`src/rtl/ahb_conv_sequencer_if.sv`:
```
// Bundle of the host command port and the AHB-Lite master bus used by
// ahb_conv_sequencer. The master modport is the sequencer's view; the slave
// modport is the view of whatever sits on the other side (host + interconnect).
interface ahb_conv_sequencer_if;
  // host command side
  logic        cmd_valid;
  logic        cmd_ready;
  logic [7:0]  cmd_n;
  logic [7:0]  cmd_k;
  logic [17:0] cmd_base_in;
  logic [17:0] cmd_base_k;
  logic [17:0] cmd_base_out;
  logic        busy;
  logic        done;
  logic [1:0]  err_code;
  // AHB-Lite master side
  logic [31:0] HADDR;
  logic [1:0]  HTRANS;
  logic        HWRITE;
  logic [2:0]  HSIZE;
  logic [2:0]  HBURST;
  logic [31:0] HWDATA;
  logic [31:0] HRDATA;
  logic        HREADY;
  logic        HRESP;

  modport master (
    input  cmd_valid, cmd_n, cmd_k, cmd_base_in, cmd_base_k, cmd_base_out,
    output cmd_ready, busy, done, err_code,
    output HADDR, HTRANS, HWRITE, HSIZE, HBURST, HWDATA,
    input  HRDATA, HREADY, HRESP
  );

  modport slave (
    output cmd_valid, cmd_n, cmd_k, cmd_base_in, cmd_base_k, cmd_base_out,
    input  cmd_ready, busy, done, err_code,
    input  HADDR, HTRANS, HWRITE, HSIZE, HBURST, HWDATA,
    output HRDATA, HREADY, HRESP
  );
endinterface

```
`src/rtl/ahb_conv_sequencer.sv`:
```
// AHB-Lite master that programs the convolution accelerator's register window,
// starts it, polls its done register and finally clears start.
//
//   state    | meaning
//   ---------+-----------------------------------------------------------
//   S_IDLE   | waiting for a command, cmd_ready=1
//   S_ADDR   | address phase of the transfer for the current step (NONSEQ)
//   S_DATA   | data phase of that transfer, HTRANS=IDLE, HWDATA held
//   S_GAP    | idle spacing between two done-polls
//   S_FINISH | one-cycle done pulse with err_code, then back to idle
//
// Steps: 0..4 write N, K, base_in, base_k, base_out; 5 write start=1;
// 6 poll done; 7 write start=0. Transfers are never pipelined.
module ahb_conv_sequencer #(
  parameter logic [31:0] BASE_ADDR     = 32'h4000_0000,
  parameter int unsigned POLL_GAP      = 4,
  parameter int unsigned TIMEOUT_POLLS = 1024
) (
  input logic                  HCLK,
  input logic                  HRESETn,
  ahb_conv_sequencer_if.master bus
);

  localparam int unsigned PW = $clog2(TIMEOUT_POLLS + 1);
  localparam int unsigned GW = (POLL_GAP > 1) ? $clog2(POLL_GAP) : 1;
  localparam logic [PW-1:0] POLL_LAST = PW'(TIMEOUT_POLLS);
  localparam logic [GW-1:0] GAP_LOAD  = (POLL_GAP > 0) ? GW'(POLL_GAP - 1) : '0;

  localparam logic [2:0] STEP_START = 3'd5;
  localparam logic [2:0] STEP_POLL  = 3'd6;
  localparam logic [2:0] STEP_CLEAR = 3'd7;

  localparam logic [1:0] ERR_OK      = 2'b00;
  localparam logic [1:0] ERR_BUS     = 2'b01;
  localparam logic [1:0] ERR_TIMEOUT = 2'b10;

  localparam logic [1:0] TR_IDLE   = 2'b00;
  localparam logic [1:0] TR_NONSEQ = 2'b10;

  typedef enum logic [2:0] {
    S_IDLE,
    S_ADDR,
    S_DATA,
    S_GAP,
    S_FINISH
  } state_t;

  state_t      state_q, state_d;
  logic [2:0]  step_q, step_d;
  logic [PW-1:0] poll_cnt_q, poll_cnt_d;
  logic [GW-1:0] gap_cnt_q, gap_cnt_d;
  logic [1:0]  err_q, err_d;

  logic [7:0]  n_q, n_d;
  logic [7:0]  k_q, k_d;
  logic [17:0] base_in_q, base_in_d;
  logic [17:0] base_k_q, base_k_d;
  logic [17:0] base_out_q, base_out_d;

  logic [31:0] haddr_q, haddr_d;
  logic [1:0]  htrans_q, htrans_d;
  logic        hwrite_q, hwrite_d;
  logic [31:0] hwdata_q, hwdata_d;
  logic        done_q, done_d;
  logic [1:0]  err_code_q, err_code_d;
  logic        busy_q, busy_d;

  logic [31:0] step_wdata;
  logic [PW-1:0] poll_inc;
  logic        accept;
  logic        unused_rdata;

  function automatic logic [7:0] step_offset(input logic [2:0] s);
    case (s)
      3'd0:    step_offset = 8'h08;
      3'd1:    step_offset = 8'h0C;
      3'd2:    step_offset = 8'h10;
      3'd3:    step_offset = 8'h14;
      3'd4:    step_offset = 8'h18;
      3'd6:    step_offset = 8'h04;
      default: step_offset = 8'h00;
    endcase
  endfunction

  assign unused_rdata = ^bus.HRDATA[31:1];
  assign poll_inc     = poll_cnt_q + PW'(1);
  assign accept       = (state_q == S_IDLE) && bus.cmd_valid;

  // Write data belonging to the current step, taken from the captured command.
  always_comb begin
    step_wdata = 32'h0;
    case (step_q)
      3'd0:    step_wdata = {24'h0, n_q};
      3'd1:    step_wdata = {24'h0, k_q};
      3'd2:    step_wdata = {14'h0, base_in_q};
      3'd3:    step_wdata = {14'h0, base_k_q};
      3'd4:    step_wdata = {14'h0, base_out_q};
      3'd5:    step_wdata = 32'h1;
      default: step_wdata = 32'h0;
    endcase
  end

  // Next-state logic for the sequencer and its step/poll/gap counters.
  always_comb begin
    state_d    = state_q;
    step_d     = step_q;
    poll_cnt_d = poll_cnt_q;
    gap_cnt_d  = gap_cnt_q;
    err_d      = err_q;
    n_d        = n_q;
    k_d        = k_q;
    base_in_d  = base_in_q;
    base_k_d   = base_k_q;
    base_out_d = base_out_q;

    case (state_q)
      S_IDLE: begin
        if (bus.cmd_valid) begin
          n_d        = bus.cmd_n;
          k_d        = bus.cmd_k;
          base_in_d  = bus.cmd_base_in;
          base_k_d   = bus.cmd_base_k;
          base_out_d = bus.cmd_base_out;
          step_d     = 3'd0;
          poll_cnt_d = '0;
          err_d      = ERR_OK;
          state_d    = S_ADDR;
        end
      end
      S_ADDR: begin
        if (bus.HREADY) state_d = S_DATA;
      end
      S_DATA: begin
        if (bus.HRESP) begin
          // ERROR response: abandon the sequence, start is deliberately left set
          err_d = ERR_BUS;
          if (bus.HREADY) state_d = S_FINISH;
        end else if (bus.HREADY) begin
          if (step_q < STEP_START) begin
            step_d  = step_q + 3'd1;
            state_d = S_ADDR;
          end else if (step_q == STEP_START) begin
            step_d  = STEP_POLL;
            state_d = S_ADDR;
          end else if (step_q == STEP_POLL) begin
            if (bus.HRDATA[0]) begin
              step_d  = STEP_CLEAR;
              state_d = S_ADDR;
            end else begin
              poll_cnt_d = poll_inc;
              if (poll_inc == POLL_LAST) begin
                // timed out, but start is still cleared
                err_d   = ERR_TIMEOUT;
                step_d  = STEP_CLEAR;
                state_d = S_ADDR;
              end else if (POLL_GAP == 0) begin
                state_d = S_ADDR;
              end else begin
                gap_cnt_d = GAP_LOAD;
                state_d   = S_GAP;
              end
            end
          end else begin
            state_d = S_FINISH;
          end
        end
      end
      S_GAP: begin
        if (gap_cnt_q == '0) state_d = S_ADDR;
        else                 gap_cnt_d = gap_cnt_q - GW'(1);
      end
      S_FINISH: begin
        state_d = S_IDLE;
      end
      default: begin
        state_d = S_IDLE;
      end
    endcase
  end

  // Registered bus/host outputs, derived from where the FSM goes next.
  always_comb begin
    htrans_d   = TR_IDLE;
    haddr_d    = haddr_q;
    hwrite_d   = hwrite_q;
    hwdata_d   = hwdata_q;
    done_d     = (state_d == S_FINISH);
    busy_d     = (state_d != S_IDLE);
    err_code_d = err_code_q;

    if (state_d == S_ADDR) begin
      htrans_d = TR_NONSEQ;
      haddr_d  = BASE_ADDR + {24'h0, step_offset(step_d)};
      hwrite_d = (step_d != STEP_POLL);
    end
    if ((state_q == S_ADDR) && (state_d == S_DATA)) begin
      hwdata_d = step_wdata;
    end
    if (accept) err_code_d = ERR_OK;
    if (state_d == S_FINISH) err_code_d = err_d;
  end

  // State and register update; reset abandons any transfer in flight.
  always_ff @(posedge HCLK or negedge HRESETn) begin
    if (!HRESETn) begin
      state_q    <= S_IDLE;
      step_q     <= 3'd0;
      poll_cnt_q <= '0;
      gap_cnt_q  <= '0;
      err_q      <= ERR_OK;
      n_q        <= 8'h0;
      k_q        <= 8'h0;
      base_in_q  <= 18'h0;
      base_k_q   <= 18'h0;
      base_out_q <= 18'h0;
      haddr_q    <= 32'h0;
      htrans_q   <= TR_IDLE;
      hwrite_q   <= 1'b0;
      hwdata_q   <= 32'h0;
      done_q     <= 1'b0;
      err_code_q <= ERR_OK;
      busy_q     <= 1'b0;
    end else begin
      state_q    <= state_d;
      step_q     <= step_d;
      poll_cnt_q <= poll_cnt_d;
      gap_cnt_q  <= gap_cnt_d;
      err_q      <= err_d;
      n_q        <= n_d;
      k_q        <= k_d;
      base_in_q  <= base_in_d;
      base_k_q   <= base_k_d;
      base_out_q <= base_out_d;
      haddr_q    <= haddr_d;
      htrans_q   <= htrans_d;
      hwrite_q   <= hwrite_d;
      hwdata_q   <= hwdata_d;
      done_q     <= done_d;
      err_code_q <= err_code_d;
      busy_q     <= busy_d;
    end
  end

  assign bus.cmd_ready = (state_q == S_IDLE);
  assign bus.busy      = busy_q;
  assign bus.done      = done_q;
  assign bus.err_code  = err_code_q;
  assign bus.HADDR     = haddr_q;
  assign bus.HTRANS    = htrans_q;
  assign bus.HWRITE    = hwrite_q;
  assign bus.HSIZE     = 3'b010;
  assign bus.HBURST    = 3'b000;
  assign bus.HWDATA    = hwdata_q;

endmodule

```
`src/flat_wrapper.sv`:
```
// flat-port wrapper written by rule: the top's interface ports become plain ports
module ahb_conv_sequencer_flat 
#(
  parameter logic [31:0] BASE_ADDR     = 32'h4000_0000,
  parameter int unsigned POLL_GAP      = 4,
  parameter int unsigned TIMEOUT_POLLS = 1024
)
  (HCLK, HRESETn, bus_cmd_valid, bus_cmd_n, bus_cmd_k, bus_cmd_base_in, bus_cmd_base_k, bus_cmd_base_out, bus_cmd_ready, bus_busy, bus_done, bus_err_code, bus_HADDR, bus_HTRANS, bus_HWRITE, bus_HSIZE, bus_HBURST, bus_HWDATA, bus_HRDATA, bus_HREADY, bus_HRESP);
  ahb_conv_sequencer_if bus_i ();
  input logic HCLK;
  input logic HRESETn;
  input wire logic [$bits(bus_i.cmd_valid)-1:0] bus_cmd_valid;
  input wire logic [$bits(bus_i.cmd_n)-1:0] bus_cmd_n;
  input wire logic [$bits(bus_i.cmd_k)-1:0] bus_cmd_k;
  input wire logic [$bits(bus_i.cmd_base_in)-1:0] bus_cmd_base_in;
  input wire logic [$bits(bus_i.cmd_base_k)-1:0] bus_cmd_base_k;
  input wire logic [$bits(bus_i.cmd_base_out)-1:0] bus_cmd_base_out;
  output wire logic [$bits(bus_i.cmd_ready)-1:0] bus_cmd_ready;
  output wire logic [$bits(bus_i.busy)-1:0] bus_busy;
  output wire logic [$bits(bus_i.done)-1:0] bus_done;
  output wire logic [$bits(bus_i.err_code)-1:0] bus_err_code;
  output wire logic [$bits(bus_i.HADDR)-1:0] bus_HADDR;
  output wire logic [$bits(bus_i.HTRANS)-1:0] bus_HTRANS;
  output wire logic [$bits(bus_i.HWRITE)-1:0] bus_HWRITE;
  output wire logic [$bits(bus_i.HSIZE)-1:0] bus_HSIZE;
  output wire logic [$bits(bus_i.HBURST)-1:0] bus_HBURST;
  output wire logic [$bits(bus_i.HWDATA)-1:0] bus_HWDATA;
  input wire logic [$bits(bus_i.HRDATA)-1:0] bus_HRDATA;
  input wire logic [$bits(bus_i.HREADY)-1:0] bus_HREADY;
  input wire logic [$bits(bus_i.HRESP)-1:0] bus_HRESP;
  assign bus_i.cmd_valid = bus_cmd_valid;
  assign bus_i.cmd_n = bus_cmd_n;
  assign bus_i.cmd_k = bus_cmd_k;
  assign bus_i.cmd_base_in = bus_cmd_base_in;
  assign bus_i.cmd_base_k = bus_cmd_base_k;
  assign bus_i.cmd_base_out = bus_cmd_base_out;
  assign bus_cmd_ready = bus_i.cmd_ready;
  assign bus_busy = bus_i.busy;
  assign bus_done = bus_i.done;
  assign bus_err_code = bus_i.err_code;
  assign bus_HADDR = bus_i.HADDR;
  assign bus_HTRANS = bus_i.HTRANS;
  assign bus_HWRITE = bus_i.HWRITE;
  assign bus_HSIZE = bus_i.HSIZE;
  assign bus_HBURST = bus_i.HBURST;
  assign bus_HWDATA = bus_i.HWDATA;
  assign bus_i.HRDATA = bus_HRDATA;
  assign bus_i.HREADY = bus_HREADY;
  assign bus_i.HRESP = bus_HRESP;
  ahb_conv_sequencer #(.BASE_ADDR(BASE_ADDR), .POLL_GAP(POLL_GAP), .TIMEOUT_POLLS(TIMEOUT_POLLS)) u_core (.HCLK(HCLK), .HRESETn(HRESETn), .bus(bus_i));
endmodule
```
`config.mk`:
```
export PLATFORM = sky130hd
export DESIGN_NAME = ahb_conv_sequencer_flat
export DESIGN_NICKNAME = d
export VERILOG_FILES = /design/src/rtl/ahb_conv_sequencer_if.sv /design/src/rtl/ahb_conv_sequencer.sv /design/src/flat_wrapper.sv
export SDC_FILE = /design/constraint.sdc
export NUM_CORES = 1
export LEC_CHECK = 0
export ABC_CLOCK_PERIOD_IN_PS = 2800
export BUFFER_PORTS_ARGS = -buffer_cell sky130_fd_sc_hd__buf_2
export CAP_MARGIN = 25
export CORE_ASPECT_RATIO = 1.2
export CORE_MARGIN = 2
export CORE_UTILIZATION = 53
export CTS_BUF_LIST = sky130_fd_sc_hd__clkbuf_8
export DETAILED_ROUTE_END_ITERATION = 12
export PLACE_DENSITY_LB_ADDON = 0.1
export SLEW_MARGIN = 25
export SYNTH_ARGS = -nofsm -noshare
export SYNTH_HDL_FRONTEND = slang
export SYNTH_SLANG_ARGS = --single-unit
```
`constraint.sdc`:
```
create_clock -name HCLK -period 2.8 [get_ports HCLK]
set_input_delay 0.28 -clock HCLK [delete_from_list [all_inputs] [get_ports HCLK]]
set_output_delay 0.28 -clock HCLK [all_outputs]
set_load 0.02 [all_outputs]
```
# After elaboration in Yosys (flattened, before gate mapping)
# Cells that the tools add are included.
[classes]
n_addsub = 4
n_lt_le_gt_ge = 1
eq_ne = 28
mux = 53
n_reduce_logical = 13
[ops]
columns = ["cell", "count"]
rows = [
  ["$pmux W18 S6", 1],
  ["$mux W11", 7],
  ["$mux W3", 18],
  ["$mux W2", 20],
  ["$add A31 B8 Y32 const A", 1],
  ["$pmux W5 S6", 1],
  ["$pmux W11 S2", 1],
  ["$eq A3 B2 Y1 const B", 7],
  ["$eq A3 B3 Y1 const B", 6],
  ["$ne A2 B2 Y1 const B", 8],
  ["$eq A3 B1 Y1 const B", 4],
  ["$pmux W3 S4", 1],
  ["$add A11 B1 Y11 const B", 1],
  ["$eq A11 B11 Y1 const B", 1],
  ["$logic_not A3 Y1", 3],
  ["$reduce_and A9 Y1", 1],
  ["$mux W8", 1],
  ["$pmux W2 S2", 2],
  ["$reduce_and A8 Y1", 1],
  ["$pmux W3 S2", 1],
  ["$reduce_bool A2 Y1", 3],
  ["$add A3 B1 Y3 const B", 1],
  ["$lt A3 B3 Y1 const B", 1],
  ["$ne A3 B3 Y1 const B", 1],
  ["other kinds (6)", 7],
]
[totals]
regBits = 162
out_inout_bits = 78
elab_cells = 116

# Longest topological paths before layout
[logic_depth]
ltp_word = 14
ltp_mapped = 9

# Worst setup path before layout
# No wires, ideal clock.
[synth_path]
kind = "register to register"
from = "register u_core.state_q[1]"
to = "register u_core.hwrite_q (netlist: u_core.bus.HWRITE)"
arrival_time_ns = 2.313
slack_ns = 0.362
stages_incl_launch_ff = 8
n_path_buf = 2
period_less_slack_ns = 2.438
cell_sequence = "dfrtp_1 buf_2 nor3_1 and2_1 clkbuf_1 o21ai_0 nor2_1 mux2_4"
[synth_lines]
columns = ["element", "line", "text"]
rows = [
  ["start: declaration", "ahb_conv_sequencer.sv:48", "state_t state_q, state_d;"],
  ["start signal: assignment", "ahb_conv_sequencer.sv:224", "state_q <= state_d;"],
  ["$logic_not A3 Y1 *", "-", ""],
  ["via bus_cmd_ready", "flat_wrapper.sv:18", "output wire logic [$bits(bus_i.cmd_ready)-1:0] bus_cmd_ready;"],
  ["$pmux W3 S4 / $pmux W3 S2 (equally long branches)", "ahb_conv_sequencer.sv:116", "case (state_q)"],
  ["$eq A3 B1 Y1 / $ne A3 B3 Y1 (equally long branches)", "ahb_conv_sequencer.sv:191, ahb_conv_sequencer.sv:194", ""],
  ["end signal: assignment", "ahb_conv_sequencer.sv:236", "hwrite_q <= hwrite_d;"],
  ["end: declaration", "ahb_conv_sequencer.sv:62", "logic hwrite_q, hwrite_d;"],
]
# Mark *: on every way through the listed nets, which the timed path passes. The rest lies on a longest branch.
# A chain may end at the register's enable or synchronous reset.

# Worst setup path after layout
[layout_path]
from = "register u_core.step_q[1]"
to = "register u_core.hwrite_q (netlist: u_core.bus.HWRITE)"
[layout_lines]
columns = ["element", "line", "text"]
rows = [
  ["start: declaration", "ahb_conv_sequencer.sv:49", "logic [2:0] step_q, step_d;"],
  ["start signal: assignment", "ahb_conv_sequencer.sv:225", "step_q <= step_d;"],
  ["$eq A3 B3 Y1", "ahb_conv_sequencer.sv:145", "end else if (step_q == STEP_POLL) begin"],
  ["$mux W3", "ahb_conv_sequencer.sv:145", ""],
  ["$mux W3", "ahb_conv_sequencer.sv:142", "end else if (step_q == STEP_START) begin"],
  ["$mux W3 *", "ahb_conv_sequencer.sv:139", "if (step_q < STEP_START) begin"],
  ["$mux W3 *", "ahb_conv_sequencer.sv:138", "end else if (bus.HREADY) begin"],
  ["$mux W3 *", "ahb_conv_sequencer.sv:134", "if (bus.HRESP) begin"],
  ["$pmux W3 S2 *", "ahb_conv_sequencer.sv:116", ""],
  ["via u_core.step_d[0]", "ahb_conv_sequencer.sv:49", ""],
  ["$ne A3 B3 Y1 *", "ahb_conv_sequencer.sv:194", "hwrite_d = (step_d != STEP_POLL);"],
]
# Marks and branches as above.

==> out/metrics.cfg <==
[run_status]
status=complete, no violations

[clock_network]
root_buffer=clkbuf_8
cts_buffers=17
cts_tree=built
htreeDepth=4
cts.sinks=119
clkSlewWorstSetupHoldPaths_ps=70
insertion_delay_ps=420
clock_path_buffers=2
cts_setup_buffers=0

[global_route]
antenna_found_initial=0
grt_use_total_pct=24.4
grt_overflow_total=0
grt_max_degree=72
first_global_vias=4798
grt_first_pass_wirelength_um=22900

[timing]
relSlewSlack_pct=28.5
setup_tns_ps=0
period_needed_ps=2620
worst_pin_slew_ps=1070
fin_crit_sh_pct=93.6
report.final.slew_viol_count=0
rsz0062_at_grt=false
finalSetupViolations=0
fmax_ghz=0.382
finalHoldViolations=0
fin_skew_ps=7.93

[place]
gp_congestion=0.886
post-dp-hpwl_um=9480
port_buffers=104
dpl-instance-area_um2=6300

[power_and_ir_drop]
pwr_density_cell_nw_per_um2=1030
clkPwrFrac_pct=24.9
comb_power_share_pct=34.1
leakagePower_nw=3.54
swShare_pct=37.4
ir_drop_uv=475
p_sw_mw=2.59
p_total_mw=6.94
internal-power_mw=4.35
power_frac_seq_pct=41.0

[die]
rows=42
start_util_pct=53.7
dieArea_um2=11900
core_um2=10900
ios=185
die_x_um=99.8
die_h_um=119

[cells_and_area]
drive_above_1_share_pct=21.2
utilization_pct=62.2
final_cell_mix=nand2_1 (232), dfrtp_1 (119), buf_2 (103)
design_area_um2=6760
layout_commonest_cell=nand2_1
nets=871
syn2layout_area_growth_pct=15.9
antenna_cells=0

[critical_path]
crit_type=reg -> reg
critPathLaunchType=flop
cp.required_ps=3110
timing.critical_path.arrival_ps=2930
endpoint_kind=flop
critPathMaxFanout=7

[flow_run]
maxCapViolations=0

[synth]
async_flop_share_pct=100
synth_edf_count=0
synthFlopType=dfrtp_1
yosysSeqAreaShare_pct=51.0
netlist_top_cells_area=dfrtp_1 (51%), nand2_1 (15%), buf_4 (6.3%)
ys_ff_latch=119
yosysUniqueCellTypes=59
avgSynthCellArea_um2=8.90
yosys_warnings=0
synth_area_um2=5840
synth.top_cell.area_share_pct=51.0
synth_largest_area_cell=dfrtp_1
netlist_instances=656

[detailed_routing]
drc_errors=0
drt_iter0_drc=410
wl_um=13900
via_per_inst=5.39
final_antenna_net_count=0
routed-via-count=4853
drtPass1Iterations=8
wl_per_cell_um=15.5

[worst_hold_path]
holdCritPathClass=in -> reg

-- layer usage --
metal / up-vias / part of all wire, % / routed length, um / global-route usage, %
li1: 2325 / - / - / -
met1: 2340 / 42 / 5850 / 31.9
met2: 171 / 50 / 6990 / 39.4
met3: 17 / 6.6 / 915 / 6.69
met4: 0 / 1.3 / 187 / 8.30
met5: - / 0 / 0 / 0
-- kinds of logic (layout without fill, tap and decap cells) --
family	Yosys count	count (layout)	share of synthesized area, %
muxes	4	4	0.793
other	2	49	0.129
and+or+nand+nor	319	319	23.1
xor gates and xnor gates	1	1	0.150
buffers and inverters	92	158	9.41
adders and majority gates	7	7	1.50
AOI/OAI and AO/OA	112	112	13.9
DFF	119	119	51.0
-- layout make-up --
class | instances | area, um^2
fillers | 960 | 4120
repair buffers | 117 | 636
clock inverters | 9 | 146
flip-flops and latches | 119 | 2980
well taps | 132 | 165
inverters | 10 | 37.5
clock buffers | 22 | 303
multi-input cells | 492 | 2500
-- metrics by stage --
| step | hold slack, ps | cells | setup WS (ps) |
|---|---|---|---|
| 5_1_grt | 31.2 | 901 | 43.1 |
| 3_5_place_dp | 376 | 869 | 178 |
| 4_1_cts | 18.8 | 901 | 150 |
| 6_report | 42.0 | 901 | 180 |
| 2_1_floorplan | -15.6 | 703 | 362 |
| 3_3_place_gp | 374 | 869 | 223 |
-- flip-flops by register name, indices dropped and copies added (netlist names), 2 cells and up --
name                 cells
u_core.bus.HADDR         4
u_core.base_k_q         18
u_core.base_in_q        18
u_core.state_q           3
u_core.step_q            3
u_core.poll_cnt_q       11
u_core.gap_cnt_q         2
u_core.bus.HWDATA       18
u_core.k_q               8
u_core.bus.err_code      2
u_core.n_q               8
u_core.base_out_q       18
u_core.err_q             2
-- power by group through the flow --
stage / sequential (mW) / clock, mW / combinational (mW)
final: 2.85 / 1.73 / 2.36
after CTS: 2.84 / 1.76 / 2.37
after detailed placement: 2.86 / 0 / 2.35
after global routing: 2.93 / 1.83 / 2.66
after global placement: 2.84 / 0 / 2.29
after floorplan: 2.96 / 0 / 1.56
-- path summary, 6_finish.rpt --
path / from / end / slack (ps) / depth (start not counted)
min in group asynchronous: HRESETn / u_core.poll_cnt_q[4] / 460 / 2
setup reg to reg: u_core.step_q[1] / u_core.bus.HWRITE / 180 / 9
setup / recovery: u_core.step_q[1] / u_core.bus.HWRITE / 180 / 9
hold reg to reg: u_core.bus.HADDR[30] / u_core.bus.HADDR[30] / 470 / 1
hold / removal: bus_cmd_base_k[16] / u_core.base_k_q[16] / 40 / 3
max in group asynchronous: HRESETn / u_core.bus.HADDR[2] / 1590 / 3
-- critical path: stages, from the launching register on --
cell	delay (ps)
dfrtp_1	460
inv_1	110
ha_1	230
nand2b_1	200
o221ai_1	130
mux2_2	300
a31oi_2	200
inv_1	120
or4_4	500
mux2_4	260
-- timing repair --
item | 4_1_cts | 5_1_grt
resized for setup | 0 | 1
hold buffers | 1 | 0
endpoints found under the hold margin | 53 | 0
endpoints found under the setup margin | 0 | 1
-- Yosys cell counts, drive strengths merged, types with 7 or more instances --
library cell  count
a21oi            23
a222oi           18
a22o             10
a31oi            12
buf              56
clkbuf           26
dfrtp           119
ha                7
inv               9
nand2           233
nand3             8
nor2             35
o21ai            24
Note: power is estimated with default switching activity, not from simulation.
